File: config.mk
export PLATFORM = sky130hd
export DESIGN_NAME = alu_registrada
export DESIGN_NICKNAME = d
export VERILOG_FILES = /design/src/rtl/alu_pkg.sv /design/src/rtl/alu_nucleo.sv /design/src/rtl/alu_registrada.sv
export SDC_FILE = /design/constraint.sdc
export NUM_CORES = 1
export LEC_CHECK = 0
export CAP_MARGIN = 20
export CORE_ASPECT_RATIO = 2
export CORE_MARGIN = 2
export CORE_UTILIZATION = 40
export DETAILED_ROUTE_END_ITERATION = 8
export SYNTH_ARGS = -nofsm -noshare
export SYNTH_HDL_FRONTEND = slang
export SYNTH_SLANG_ARGS = --single-unit
File: constraint.sdc
create_clock -name clk -period 10.9 [get_ports clk]
set_input_delay 2.18 -clock clk [delete_from_list [all_inputs] [get_ports clk]]
set_output_delay 2.18 -clock clk [all_outputs]
set_load 0.1 [all_outputs]
File: src/rtl/alu_pkg.sv
// -----------------------------------------------------------------------------
// alu_pkg
// Shared definitions for the registered ALU: opcode encodings for the
// arithmetic and logic groups and the bit positions inside the 4-bit flag
// vector {N,Z,C,V}.
// -----------------------------------------------------------------------------
package alu_pkg;

  // Arithmetic group, selected by selector2 when operacion = 0.
  typedef enum logic [2:0] {
    ARIT_ADD  = 3'b000,
    ARIT_SUB  = 3'b001,
    ARIT_MUL  = 3'b010,
    ARIT_SHL  = 3'b011,
    ARIT_SHR  = 3'b100,
    ARIT_SRA  = 3'b101,
    ARIT_RES6 = 3'b110,
    ARIT_RES7 = 3'b111
  } op_arit_e;

  // Logic group, selected by selector1 when operacion = 1.
  typedef enum logic [2:0] {
    LOG_AND    = 3'b000,
    LOG_OR     = 3'b001,
    LOG_XOR    = 3'b010,
    LOG_NAND   = 3'b011,
    LOG_NOR    = 3'b100,
    LOG_XNOR   = 3'b101,
    LOG_NOT_A  = 3'b110,
    LOG_PASS_B = 3'b111
  } op_log_e;

  localparam int FLAGS_W = 4;
  localparam int FLAG_N  = 3;
  localparam int FLAG_Z  = 2;
  localparam int FLAG_C  = 1;
  localparam int FLAG_V  = 0;

endpackage

File: src/rtl/alu_nucleo.sv
// -----------------------------------------------------------------------------
// alu_nucleo
// Purely combinational ALU core: result and {N,Z,C,V} flags from the effective
// operand a, operand b and the opcode fields.
// Ports:
//   i_a, i_b      N-bit operands (i_a is already accumulator-or-A)
//   i_operacion   1 = logic group (i_selector1), 0 = arithmetic (i_selector2)
//   i_selector1   logic opcode
//   i_selector2   arithmetic opcode
//   o_result      N-bit result (add/sub/mul modulo 2^N)
//   o_flags       {N,Z,C,V}
// -----------------------------------------------------------------------------
module alu_nucleo
  import alu_pkg::*;
#(
  parameter int N = 8
) (
  input  logic [N-1:0]       i_a,
  input  logic [N-1:0]       i_b,
  input  logic               i_operacion,
  input  logic [2:0]         i_selector1,
  input  logic [2:0]         i_selector2,
  output logic [N-1:0]       o_result,
  output logic [FLAGS_W-1:0] o_flags
);

  localparam int SW = $clog2(N);

  logic [N:0]     w_sum;
  logic [N-1:0]   w_diff;
  logic [2*N-1:0] w_prod;
  logic [SW-1:0]  w_shamt;
  logic           w_c;
  logic           w_v;

  assign w_sum   = {1'b0, i_a} + {1'b0, i_b};
  assign w_diff  = i_a - i_b;
  assign w_prod  = {{N{1'b0}}, i_a} * {{N{1'b0}}, i_b};
  // Only the low log2(N) bits of B form the shift amount.
  assign w_shamt = i_b[SW-1:0];

  // NOTE: every signal driven here gets a default first, so no path can
  // leave a value unassigned and infer a latch.
  always_comb begin
    o_result = '0;
    w_c      = 1'b0;
    w_v      = 1'b0;
    if (i_operacion) begin
      case (op_log_e'(i_selector1))
        LOG_AND:    o_result = i_a & i_b;
        LOG_OR:     o_result = i_a | i_b;
        LOG_XOR:    o_result = i_a ^ i_b;
        LOG_NAND:   o_result = ~(i_a & i_b);
        LOG_NOR:    o_result = ~(i_a | i_b);
        LOG_XNOR:   o_result = ~(i_a ^ i_b);
        LOG_NOT_A:  o_result = ~i_a;
        LOG_PASS_B: o_result = i_b;
        default:    o_result = '0;
      endcase
    end else begin
      case (op_arit_e'(i_selector2))
        ARIT_ADD: begin
          o_result = w_sum[N-1:0];
          w_c      = w_sum[N];
          // Overflow: same-sign operands producing a different-sign sum.
          w_v      = (i_a[N-1] == i_b[N-1]) && (w_sum[N-1] != i_a[N-1]);
        end
        ARIT_SUB: begin
          o_result = w_diff;
          // Carry means "no borrow".
          w_c      = (i_a >= i_b);
          w_v      = (i_a[N-1] != i_b[N-1]) && (w_diff[N-1] != i_a[N-1]);
        end
        ARIT_MUL: begin
          o_result = w_prod[N-1:0];
          w_c      = |w_prod[2*N-1:N];
        end
        ARIT_SHL: o_result = i_a << w_shamt;
        ARIT_SHR: o_result = i_a >> w_shamt;
        ARIT_SRA: o_result = $signed(i_a) >>> w_shamt;
        default:  o_result = '0;
      endcase
    end
  end

  always_comb begin
    o_flags         = '0;
    o_flags[FLAG_N] = o_result[N-1];
    o_flags[FLAG_Z] = (o_result == '0);
    o_flags[FLAG_C] = w_c;
    o_flags[FLAG_V] = w_v;
  end

endmodule

File: src/rtl/alu_registrada.sv
// -----------------------------------------------------------------------------
// alu_registrada
// Two-stage pipelined ALU with valid/ready on both sides and an internal
// accumulator that can replace operand A. Stage 1 captures the operands and
// opcode; stage 2 computes and registers result + flags.
// Ports:
//   clk, rst               clock, synchronous active-high reset
//   in_valid / in_ready    input handshake
//   A, B                   N-bit operands
//   operacion              1 = logic group, 0 = arithmetic group
//   selector1, selector2   logic / arithmetic opcodes
//   usar_acc               use the accumulator instead of A
//   limpiar_acc            clear the accumulator at the next edge
//   out_valid / out_ready  output handshake
//   out, flags             registered result and {N,Z,C,V}
// -----------------------------------------------------------------------------
module alu_registrada
  import alu_pkg::*;
#(
  parameter int N = 8
) (
  input  logic               clk,
  input  logic               rst,
  input  logic               in_valid,
  output logic               in_ready,
  input  logic [N-1:0]       A,
  input  logic [N-1:0]       B,
  input  logic               operacion,
  input  logic [2:0]         selector1,
  input  logic [2:0]         selector2,
  input  logic               usar_acc,
  input  logic               limpiar_acc,
  output logic               out_valid,
  input  logic               out_ready,
  output logic [N-1:0]       out,
  output logic [FLAGS_W-1:0] flags
);

  typedef struct packed {
    logic [N-1:0] a;
    logic [N-1:0] b;
    logic         operacion;
    logic [2:0]   sel1;
    logic [2:0]   sel2;
    logic         usar_acc;
  } s1_t;

  logic               r_s1_valid;
  s1_t                r_s1;
  logic               r_out_valid;
  logic [N-1:0]       r_out;
  logic [FLAGS_W-1:0] r_flags;
  logic [N-1:0]       r_acc;

  logic               w_s2_adv;
  logic               w_in_fire;
  logic [N-1:0]       w_a;
  logic [N-1:0]       w_result;
  logic [FLAGS_W-1:0] w_flags;

  // Stage 1 moves on when the output slot is empty or being drained this
  // cycle; the input side then refills stage 1 in the same cycle.
  assign w_s2_adv  = r_s1_valid && (!r_out_valid || out_ready);
  assign in_ready  = !r_s1_valid || w_s2_adv;
  assign w_in_fire = in_valid && in_ready;

  // The accumulator is read in the compute cycle, so an op right behind a
  // usar_acc op already sees its freshly written result.
  assign w_a = r_s1.usar_acc ? r_acc : r_s1.a;

  alu_nucleo #(.N(N)) u_nucleo (
    .i_a         (w_a),
    .i_b         (r_s1.b),
    .i_operacion (r_s1.operacion),
    .i_selector1 (r_s1.sel1),
    .i_selector2 (r_s1.sel2),
    .o_result    (w_result),
    .o_flags     (w_flags)
  );

  // NOTE: state is updated with non-blocking assignments so every register
  // samples the pre-edge values, regardless of statement order.
  always_ff @(posedge clk) begin
    if (rst) begin
      r_s1_valid  <= 1'b0;
      r_out_valid <= 1'b0;
      r_out       <= '0;
      r_flags     <= '0;
      r_acc       <= '0;
    end else begin
      if (in_ready) begin
        r_s1_valid <= in_valid;
      end

      if (w_s2_adv) begin
        r_out_valid <= 1'b1;
        r_out       <= w_result;
        r_flags     <= w_flags;
      end else if (out_ready) begin
        r_out_valid <= 1'b0;
      end

      // Clear wins over the result write-back; the op computing this cycle
      // has already used the pre-clear value.
      if (limpiar_acc) begin
        r_acc <= '0;
      end else if (w_s2_adv) begin
        r_acc <= w_result;
      end
    end
  end

  // NOTE: the stage-1 payload has no reset; it is only ever consumed while
  // r_s1_valid is set, and r_s1_valid itself is reset.
  always_ff @(posedge clk) begin
    if (w_in_fire) begin
      r_s1.a         <= A;
      r_s1.b         <= B;
      r_s1.operacion <= operacion;
      r_s1.sel1      <= selector1;
      r_s1.sel2      <= selector2;
      r_s1.usar_acc  <= usar_acc;
    end
  end

  assign out_valid = r_out_valid;
  assign out       = r_out;
  assign flags     = r_flags;

endmodule
==> flow_metrics.env <==
export IMPL_setup_ws_ps=4738
export IMPL_track_usage=0.2713
export IMPL_cpMostUsedCell="fa_1"
export IMPL_coreArea_um2=14740
export IMPL_crit_chain="mux2_2 -> ha_1 -> fa_1 -> inv_1 -> fa_1 -> fa_1 -> fa_1 -> inv_1 -> ha_1 -> o21ai_0 -> nor2b_1 -> a221oi_1 -> mux2i_1 -> nor4_1 -> nand4_1 -> a32o_1"
export IMPL_ios=43
export IMPL_synth_edf_count=24
export IMPL_max_slew_margin=0.3292
export IMPL_antenna_found_initial=0
export IMPL_grt_max_degree=29
export IMPL_hold_worst_slack_ps=459.2
export IMPL_std_cell_rows=63
export IMPL_postPlaceCellArea_um2=6579
export IMPL_cts_buffers=5
export IMPL_numClockSinks=45
export IMPL_yosys_area_share_simple=0.1629
export IMPL_internal_power_mw=0.4394
export IMPL_worst_endpoint_arrival_ps=6360
export IMPL_p_sw_frac=0.4257
export IMPL_run_status="finished clean"
export IMPL_routedWlPerCell_um=23.19
export IMPL_synth_fp_nets=821
export IMPL_hold_viol_final=0
export IMPL_grt_overflow=0
export IMPL_first_pass_iters=5
export IMPL_synthMuxAreaShare=0.09973
export IMPL_clockBufferDepth=2
export IMPL_cpPeakStageDelay_ps=1010
export IMPL_place_ws_ps=4757
export IMPL_place_detailed_hpwl_um=17270
export IMPL_die_area_um2=16110
export IMPL_setup_viol=0
export IMPL_ys_types=79
export IMPL_synth_ff_type="edfxtp_1"
export IMPL_fp_dieH_um=177.5
export IMPL_fin_skew_ps=9.594
export IMPL_drc=0
export IMPL_maxSlewViolCount=0
export IMPL_power_leakage_nw=2.871
export IMPL_syn_area_um2=6022
export IMPL_diodes=0
export IMPL_crit_path_start_kind="register"
export IMPL_cts_max_level=2
export IMPL_cp_end_kind="register"
export IMPL_synth_area_leaders="ha_1 (13%), fa_1 (13%), edfxtp_1 (12%)"
export IMPL_grt_pass1_vias=5882
export IMPL_async_flop_share=0
export IMPL_layout_worst_path_cycle_share=0.5653
export IMPL_tightest_slew_ps=1003
export IMPL_cp_data_required_time_ps=11100
export IMPL_dpl_cell_count=904
export IMPL_hp_class="register to register"
export IMPL_grt_first_pass_wirelength_um=32880
export IMPL_finalSetupTns_ps=0
export IMPL_rsz0062_at_grt="false"
export IMPL_drt_iter0_drc=406
export IMPL_synth_common_cells="inv_1 (84), nor2_1 (67), ha_1 (61), nand2_1 (60), a21oi_1 (41)"
export IMPL_clk_latency_ps=300
export IMPL_syn2layout_area_growth_pct=12.42
export IMPL_wirelength_um=21170
export IMPL_ant_nets=0
export IMPL_cts_tree="built"
export IMPL_syn_area_per_cell_um2=8.690
export IMPL_viasPerCell=6.033
export IMPL_synth_top_family_by_area="adder cells"
export IMPL_port_buffers=42
export IMPL_final_util=0.4593
export IMPL_final_cell_area_um2=6770
export IMPL_cpMaxStageDelayCell="edfxtp_1"
export IMPL_ys_seq_elements=45
export IMPL_syn_instance_count=693
export IMPL_drv_cap=0
export IMPL_fmax_mhz=162.3
export IMPL_synth_compound_area_frac=0.1990
export IMPL_nets=845
export IMPL_p_clk_frac=0.220
export IMPL_p_seq_frac=0.272
export IMPL_start_util=0.4085
export IMPL_crit_fanout=20
export IMPL_clkTransAtPathRegs_ps=70
export IMPL_yosys_warnings=0
export IMPL_drive_above_1_share=0.06825
export IMPL_synth_xor_area_frac=0.01454
export IMPL_critical_path_class="register to register"
export IMPL_combPwrFrac=0.508
export IMPL_synth_area_leader_cell="ha_1"
export IMPL_clockRootBuffer="clkbuf_16"
export IMPL_cts_resized=0
export IMPL_total_power_mw=0.7651
export IMPL_num_vias=5508
export IMPL_synthAdderAreaFrac=0.2531
export IMPL_die_width_um=90.76
export IMPL_post_cts_setup_buffer_count=0
export IMPL_stdcell_count=913
export IMPL_yosysMostFrequentCell="inv_1"
export IMPL_power_density_nw_per_um2=113.0
export IMPL_gp_congestion=1.047
export IMPL_layout_min_cycle_time_ps=6162
export IMPL_switchingPower_mw=0.3257
export IMPL_holdBufCountCts=0
export IMPL_ys_seq_area_frac=0.1895
export IMPL_irDropWorstVdd_mv=0.1186
export IMPL_netlist_area_leader_share=0.1267
state kept, by name (all words and copies together), names as in the netlist:
signal	flops
flags	3
out	8
r_s1	24
r_acc	8
r_s1_valid	1
out_valid	1
cell usage in the layout (no fill, tap or decap), drive strengths merged, types with 5 or more instances in the layout:
cell type	synthesis	layout
a211oi	11	11
clkdlybuf4s50	0	42
nor2b	14	14
buf	16	7
nor3b	10	10
nand2	60	60
a32oi	5	5
nand3	9	9
ha	61	61
mux2i	15	15
mux2	5	5
a21oi	41	41
clkbuf	16	7
inv	87	87
nor2	67	67
xnor2	9	9
fa	38	38
nand2b	10	10
a22oi	5	5
edfxtp	24	24
o211ai	7	7
a221oi	5	5
mux4	15	15
dfxtp	21	21
o21bai	6	6
o21ai	41	41
nor3	13	13
o22ai	5	5
a31oi	8	8
logic make-up (layout without fill, tap and decap cells):
group                      after synthesis  count (layout)
and+or+nand+nor                        205             205
AOI/OAI and AO/OA                      178             178
buffers and inverters                  121             146
adders and majority gates               99              99
DFF                                     45              45
muxes                                   35              35
xor gates and xnor gates                10              10
power by group through the flow:
stage,Sequential (mW),Combinational (mW),Clock (mW)
after global placement,0.211,0.375,0
after floorplan,0.217,0.263,0
after detailed placement,0.211,0.383,0
final,0.208,0.389,0.169
after CTS,0.207,0.386,0.172
after global routing,0.209,0.429,0.177
worst max-delay path: cells and delay by family (launching register included):
family | cells | cell delay (ps)
multiplexers | 2 | 680
flip-flops | 1 | 1010
AO/OA/AOI/OAI | 3 | 830
adder cells (fa/ha/maj) | 6 | 2750
buffers and inverters | 2 | 90
AND/OR/NAND/NOR | 3 | 690
cell type report:
class	count	area, µm²
inverters	89	336.6
clock inverters	1	8.758
flip-flops and latches	45	1141
clock buffers	7	155.1
repair buffers	49	493.0
multi-input cells	527	4392
well taps	195	244.0
fillers	1472	7970
final timing paths:
| path | startpoint | end | slack, ps | cells past startpoint |
|---|---|---|---|---|
| setup / recovery | r_s1[0]$_DFFE_PP_ | flags[1]$_SDFFE_PP0P_ | 4740 | 16 |
| hold / removal | flags[0]$_SDFFE_PP0P_ | flags[0]$_SDFFE_PP0P_ | 460 | 2 |
| hold reg to reg | flags[0]$_SDFFE_PP0P_ | flags[0]$_SDFFE_PP0P_ | 460 | 2 |
| setup reg to reg | r_s1[0]$_DFFE_PP_ | flags[1]$_SDFFE_PP0P_ | 4740 | 16 |
routing by layer:
layer,global-route usage,vias to the layer above,share of wire
li1,-,2513,-
met1,0.2502,2648,0.32
met2,0.5134,236,0.54
met3,0.02718,111,0.036
met4,0.2449,0,0.10
met5,0,-,0
Note: power is estimated with default switching activity, not from simulation.
